[src/rtl/uart_arb_pkg.sv]
// uart_arb_pkg: FSM state type and limits shared by the UART transmit arbiter.
package uart_arb_pkg;
    localparam int MAX_REQ = 8;
    typedef enum logic [1:0] {IDLE, SEND, WAIT_START, WAIT_DONE} arb_state_t;
endpackage

[src/rtl/rr_arbiter.sv]
// rr_arbiter: combinational round-robin picker; ptr_i has top priority, then ptr_i+1, ... mod N.
module rr_arbiter #(
    parameter int N = 4,
    localparam int IW = $clog2(N)
) (
    input  logic [N-1:0]  req_i,
    input  logic [IW-1:0] ptr_i,
    output logic [N-1:0]  grant_o,
    output logic [IW-1:0] idx_o,
    output logic          valid_o
);
    logic [IW-1:0] c;
    always_comb begin
        c = '0;
        idx_o = '0;
        valid_o = 1'b0;
        grant_o = '0;
        for (int k = N - 1; k >= 0; k--) begin
            c = IW'((int'(ptr_i) + k) % N);
            if (req_i[c]) begin
                idx_o = c;
                valid_o = 1'b1;
            end
        end
        if (valid_o) grant_o[idx_o] = 1'b1;
    end
endmodule

[src/rtl/uart_tx_arbiter.sv]
// uart_tx_arbiter: round-robin multiplexer of byte requesters onto one uart_tx.
// Define UART_ARB_LOCK_EN to keep ownership until the owner's req_last byte (packet locking).
module uart_tx_arbiter
    import uart_arb_pkg::*;
#(
    parameter int NUM_REQ = 4,
    parameter int DATA_BITS = 8,
    localparam int IW = $clog2(NUM_REQ)
) (
    input  logic                           clock,
    input  logic                           reset,
    input  logic [NUM_REQ-1:0]             req_valid,
    input  logic [NUM_REQ*DATA_BITS-1:0]   req_data,
    input  logic [NUM_REQ-1:0]             req_last,
    output logic [NUM_REQ-1:0]             req_ready,
    output logic [DATA_BITS-1:0]           tx_data,
    output logic                           tx_send,
    input  logic                           tx_busy,
    output logic [IW-1:0]                  grant_id,
    output logic                           arb_busy
);
    if (NUM_REQ < 2 || NUM_REQ > MAX_REQ) begin : g_bad_num_req
        $error("uart_tx_arbiter: NUM_REQ out of range");
    end

    arb_state_t state_q, state_d;
    logic [IW-1:0] rr_ptr_q, rr_ptr_d, grant_id_q, grant_id_d;
    logic [DATA_BITS-1:0] tx_data_q, tx_data_d;
    logic [NUM_REQ-1:0] elig, win_grant;
    logic [IW-1:0] win_idx;
    logic win_valid, accept, rel;

`ifdef UART_ARB_LOCK_EN
    logic lock_q, lock_d;
    // While locked, only the owner (last granted requester) may be picked.
    assign elig = lock_q ? (req_valid & (NUM_REQ'(1) << grant_id_q)) : req_valid;
    assign rel = accept & req_last[win_idx];
    assign lock_d = accept ? !req_last[win_idx] : lock_q;
    always_ff @(posedge clock or posedge reset) begin
        if (reset) lock_q <= 1'b0;
        else lock_q <= lock_d;
    end
`else
    logic unused_last;
    assign unused_last = ^req_last;
    assign elig = req_valid;
    assign rel = accept;
`endif

    rr_arbiter #(.N(NUM_REQ)) u_rr (
        .req_i   (elig),
        .ptr_i   (rr_ptr_q),
        .grant_o (win_grant),
        .idx_o   (win_idx),
        .valid_o (win_valid)
    );

    // Gating with reset keeps req_ready low while reset is held.
    assign accept = !reset && state_q == IDLE && !tx_busy && win_valid;

    always_ff @(posedge clock or posedge reset) begin
        if (reset) state_q <= IDLE;
        else state_q <= state_d;
    end

    always_comb begin
        state_d = accept ? SEND :
                  (state_q == SEND) ? WAIT_START :
                  (state_q == WAIT_START && tx_busy) ? WAIT_DONE :
                  (state_q == WAIT_DONE && !tx_busy) ? IDLE : state_q;
    end

    always_comb begin
        req_ready = accept ? win_grant : '0;
        tx_send = state_q == SEND;
        arb_busy = state_q != IDLE;
    end

    always_comb begin
        rr_ptr_d = !rel ? rr_ptr_q : (win_idx == IW'(NUM_REQ - 1)) ? '0 : win_idx + 1'b1;
        tx_data_d = accept ? req_data[int'(win_idx) * DATA_BITS +: DATA_BITS] : tx_data_q;
        grant_id_d = accept ? win_idx : grant_id_q;
    end

    always_ff @(posedge clock or posedge reset) begin
        if (reset) begin
            rr_ptr_q <= '0;
            grant_id_q <= '0;
            tx_data_q <= '0;
        end else begin
            rr_ptr_q <= rr_ptr_d;
            grant_id_q <= grant_id_d;
            tx_data_q <= tx_data_d;
        end
    end

    assign tx_data = tx_data_q;
    assign grant_id = grant_id_q;
endmodule

[config.mk]
export PLATFORM = sky130hd
export DESIGN_NAME = uart_tx_arbiter
export DESIGN_NICKNAME = d
export VERILOG_FILES = /design/src/rtl/uart_arb_pkg.sv /design/src/rtl/rr_arbiter.sv /design/src/rtl/uart_tx_arbiter.sv
export SDC_FILE = /design/constraint.sdc
export NUM_CORES = 1
export LEC_CHECK = 0
export CAP_MARGIN = 20
export CORE_UTILIZATION = 35
export DETAILED_ROUTE_END_ITERATION = 7
export PLACE_DENSITY = 0.79
export SYNTH_ARGS = -nofsm -noshare
export SYNTH_HDL_FRONTEND = slang
export SYNTH_SLANG_ARGS = --single-unit
[constraint.sdc]
create_clock -name clock -period 1.65 [get_ports clock]
set_input_delay 0.165 -clock clock [delete_from_list [all_inputs] [get_ports clock]]
set_output_delay 0.165 -clock clock [all_outputs]
set_load 0.005 [all_outputs]
==> out/summary.md <==
The run finished, with violations left. The final reports fail on negative setup slack. For this run, the share of the core covered by cells in the final layout is 81.54%. The slowest stage of the critical path belongs to the cell sky130_fd_sc_hd__dfrtp_1. Synthesis produced a netlist whose cell count is 87.

The tools report the data required time at the worst endpoint as 1.48 ns. The run gives 0 as the remaining number of nets flagged by the antenna check after routing. STA puts the critical path data arrival time at 1.74 ns. The biggest fanout along the worst timing path works out to 3.

In the final design database the tool counted 216 nets. The number of register bits inferred by synthesis was 14; the ratio of cells with drive above 1 in the final layout was 42.11%. The weighted congestion at the end of routability-driven global placement was 0.7566; the count of buffering cells on the critical path with inverters included was 4. The register-to-register path setup slack came out at -0.19 ns. The cell family contributing the most delay on the critical path was compound AO/OA/AOI/OAI gates. The final critical path takes up 115.4% of the cycle. The tools report the reg-to-reg critical path endpoint as tx_data[1]. The critical path goes through inv_2 > a221oi_2 > o22ai_2 > buf_4 > inv_4 > ha_4 > and2_4 > buf_6.

On the worst path, the slowest cell contributes a delay of 0.39 ns. In this run switching power makes up 36.31% of total power. For the finished layout, the period the worst path requires is 1.903 ns. Counting distinct cell types in the post-synthesis netlist gives 29. Setup repair after global routing could not meet its margin everywhere. For the area of the mapped netlist, the log shows 880.8 um^2.

Following the worst setup path forward leads to its endpoint at req_ready[3]. Leaving out fill and tap cells, the most frequent cell in the layout is sky130_fd_sc_hd__clkdlybuf4s50_1. VDD sags by at most 1.005 mV. Counting every net in the synthesized netlist gives 131.

Met2 capacity usage during global routing: 41.45%. The average instance in the mapped netlist occupies 10.12 um^2. The clock net in this run drives a total of 14 sinks. The met3 track demand over resource in global routing is 5.848%, and the global-route total usage across every layer is 22.41%. The length of the first detailed-routing pass in iterations came out at 4. The die boundary width was 52.17 um. Dividing the detail-routed wire length by the instance count gives 17.93 um.

The area growth from synthesis to layout is 112.6%. The H-tree depth came out at 1. The setup path with the least slack is of type reg2out.

The instance area at placement was 0.001613 mm^2. The critical path depth in cells was 8. The tools report the timing startpoint of the critical path as rr_ptr_q[0]. Number of global-route vias before repair: 974.

The run gives -0.5347 ns as the pre-CTS setup slack. The share of total power dissipated in the clock network is 10.7%. For this run the aggregate overflow at the end of global routing stands at 0. The quantity of I/O buffers inserted on ports works out to 54. The kind of start point of the critical path is a flop.

The die covers 0.002721 mm^2. Summing over every cut layer, the via total after detailed routing is 1053. The setup slack of the critical path after layout was -0.2533 ns.

CTS placed an instance of sky130_fd_sc_hd__clkbuf_4 at the clock tree root. The share of total power dissipated in combinational logic is 64.6%. The number of design-rule violations left by the first detailed-router iteration is 13, and the TritonCTS buffer count is 3.

The worst setup path is captured at a primary output. The path class of the tightest hold or removal check is in2async. The maximum frequency from static timing analysis is 525.4 MHz, and the number of maximum-capacitance constraint violations is 0. The tools report the post-synthesis sequential area ratio as 39.77%. The tools report the origin of the critical flop-to-flop path as rr_ptr_q[0].

The busiest layer in global routing is met2. For the pin with the worst max-slew slack, the measured transition is 0.5421 ns. The final layout contains routed wiring with a total length of 3568 um. For the largest net degree at the start of global routing, the log shows 15.

The analysis attributes to cell leakage a power of 0.8664 nW. The logs give 0 for the count of final hold-check violations and 0.30 ns for the latest clock arrival within the worst-skew pair. After detailed routing, the number of remaining DRC violations is 0.

The design draws 2.408 mW. Leaving out fill and tap cells, the most frequent cells in the layout are 44 x sky130_fd_sc_hd__clkdlybuf4s50_1, 20 x sky130_fd_sc_hd__buf_4, 14 x sky130_fd_sc_hd__dfrtp_1. The number of synthesis warnings is 0, and the met1 routing resource usage after global routing is 24.04%.

Excluding fillers, the count of instances in the completed layout stands at 199. Counting cells, the worst reg-to-reg path comes to 9. After legalization and detailed placement, the total HPWL measured 2181 um. After floorplanning, the core was sized to cover 0.002297 mm^2.

The height of the die is 52.17 um, and the number of cells in the design after placement is 188. For this configuration, the core starts out at a cell density of 38.34%. The final number of max-transition violations was 0; the final cell area excluding filler cells was 0.001873 mm^2. The vias per cell is 5.291. TritonCTS built the clock tree. The number of antenna violations at the first check in global routing is 0, and the internal cell power is 1.534 mW. The tools report the maximum buffer depth of the clock tree as 2. The wire length of the first global-routing pass is 4360 um. Clock tree skew after final layout: 0.02442 ns.

For this design the ratio of total power to cell area is 1286 mW/mm^2. The logs give 0 for the cts-stage hold buffer count and 12 for the final setup violation count. For the boundary pin count, the log shows 59.

For this design the total switching power over the nets is 874.3 uW. The row count was 17. Clock-pin slew was measured on the worst setup and hold paths at 0.11 ns. The fraction of power consumed by sequential logic was 24.7%. The tools report the diode insertion count for antenna repair as 0. Headroom to the max-slew limit came out at 63.82%.
flip-flops by register name, summed over array words and instances (netlist names):
| signal | cells |
|---|---|
| state_q | 2 |
| grant_id | 2 |
| rr_ptr_q | 2 |
| tx_data | 8 |
how the worst min path moves through the flow:
stage                     start           to  slack, ns
global route              reset  rr_ptr_q[0]       0.36
floorplan                 reset  grant_id[0]       0.05
CTS                       reset  rr_ptr_q[0]       0.31
finish                    reset  rr_ptr_q[1]       0.29
detailed placement  grant_id[1]  grant_id[1]       0.46
global placement    grant_id[0]  grant_id[0]       0.46
final cells by class:
type / count / area, um^2
repair buffers: 84 / 785.8
flip-flops and latches: 14 / 350.3
clock buffers: 4 / 36.28
fillers: 141 / 424.2
well taps: 28 / 35.03
multi-input cells: 64 / 644.4
inverters: 5 / 21.27
per-layer routing:
| metal | vias up | wire, um | share of wire (%) |
|---|---|---|---|
| met5 | - | 0 | 0 |
| met1 | 517 | 1318 | 37 |
| met4 | 0 | 100 | 2.8 |
| li1 | 491 | - | - |
| met2 | 37 | 1997 | 56 |
| met3 | 8 | 151 | 4.2 |
cells by family after synthesis:
group,synth area share (%)
fa+ha+maj,1.420
compound gates,20.17
flops,39.77
simple gates,15.06
mux,18.18
buf+inv,5.397
worst reg2reg max path: cells and delay by family, from the launching register on:
kind	cells	cell delay [ns]
buffers and inverters	4	0.47
and+or+nand+nor	2	0.38
DFF	1	0.39
AOI/OAI and AO/OA	3	0.44
power by group through the flow:
stage / logic [mW] / clock network [mW] / registers [mW]
after detailed placement: 1.16 / 0 / 0.584
final: 1.56 / 0.258 / 0.595
after CTS: 1.34 / 0.252 / 0.582
after floorplan: 0.543 / 0 / 0.592
after global placement: 1.12 / 0 / 0.576
after global routing: 1.65 / 0.277 / 0.603
stage by stage:
step	hold slack [ns]	TNS, ns
6_report	0.2919	-2.132
5_1_grt	0.3562	-3.483
4_1_cts	0.3053	-0.9529
3_5_place_dp	0.4622	-5.243
3_3_place_gp	0.4586	-4.288
2_1_floorplan	0.05422	0
synthesized netlist by cell type:
| cell type | count | area, um^2 |
|---|---|---|
| sky130_fd_sc_hd__inv_1 | 4 | 15.01 |
| sky130_fd_sc_hd__o21a_1 | 1 | 7.510 |
| sky130_fd_sc_hd__a221oi_2 | 1 | 15.01 |
| sky130_fd_sc_hd__o41a_2 | 1 | 12.51 |
| sky130_fd_sc_hd__a21o_1 | 1 | 7.510 |
| sky130_fd_sc_hd__and2_1 | 1 | 6.260 |
| sky130_fd_sc_hd__and2b_1 | 1 | 7.510 |
| sky130_fd_sc_hd__and3_1 | 1 | 6.260 |
| sky130_fd_sc_hd__o41ai_2 | 1 | 16.27 |
| sky130_fd_sc_hd__buf_6 | 1 | 11.26 |
| sky130_fd_sc_hd__nor2b_1 | 2 | 12.51 |
| sky130_fd_sc_hd__nor3_2 | 1 | 10.01 |
| sky130_fd_sc_hd__nor3_1 | 3 | 15.01 |
| sky130_fd_sc_hd__ha_1 | 1 | 12.51 |
| sky130_fd_sc_hd__o221ai_1 | 8 | 70.07 |
| sky130_fd_sc_hd__or2_4 | 1 | 8.760 |
| sky130_fd_sc_hd__a21boi_2 | 1 | 11.26 |
| sky130_fd_sc_hd__dfrtp_1 | 14 | 350.3 |
| sky130_fd_sc_hd__mux2i_1 | 16 | 160.2 |
| sky130_fd_sc_hd__o21ai_1 | 1 | 5.000 |
| sky130_fd_sc_hd__o22ai_2 | 1 | 12.51 |
| sky130_fd_sc_hd__nor2_1 | 1 | 3.750 |
| sky130_fd_sc_hd__inv_2 | 1 | 3.750 |
| sky130_fd_sc_hd__o21ai_0 | 2 | 10.01 |
| sky130_fd_sc_hd__buf_2 | 2 | 10.01 |
| sky130_fd_sc_hd__buf_4 | 1 | 7.510 |
| sky130_fd_sc_hd__nand2_1 | 15 | 56.30 |
| sky130_fd_sc_hd__nand2b_1 | 1 | 6.260 |
| sky130_fd_sc_hd__a21oi_1 | 2 | 10.01 |
what timing repair did:
action / CTS / global route
setup endpoints to repair: 13 / 15
setup buffers: 6 / 3
cloned: 0 / 0
pin swaps: 11 / 11
resized for setup: 46 / 23
Note: power is estimated with default switching activity, not from simulation.
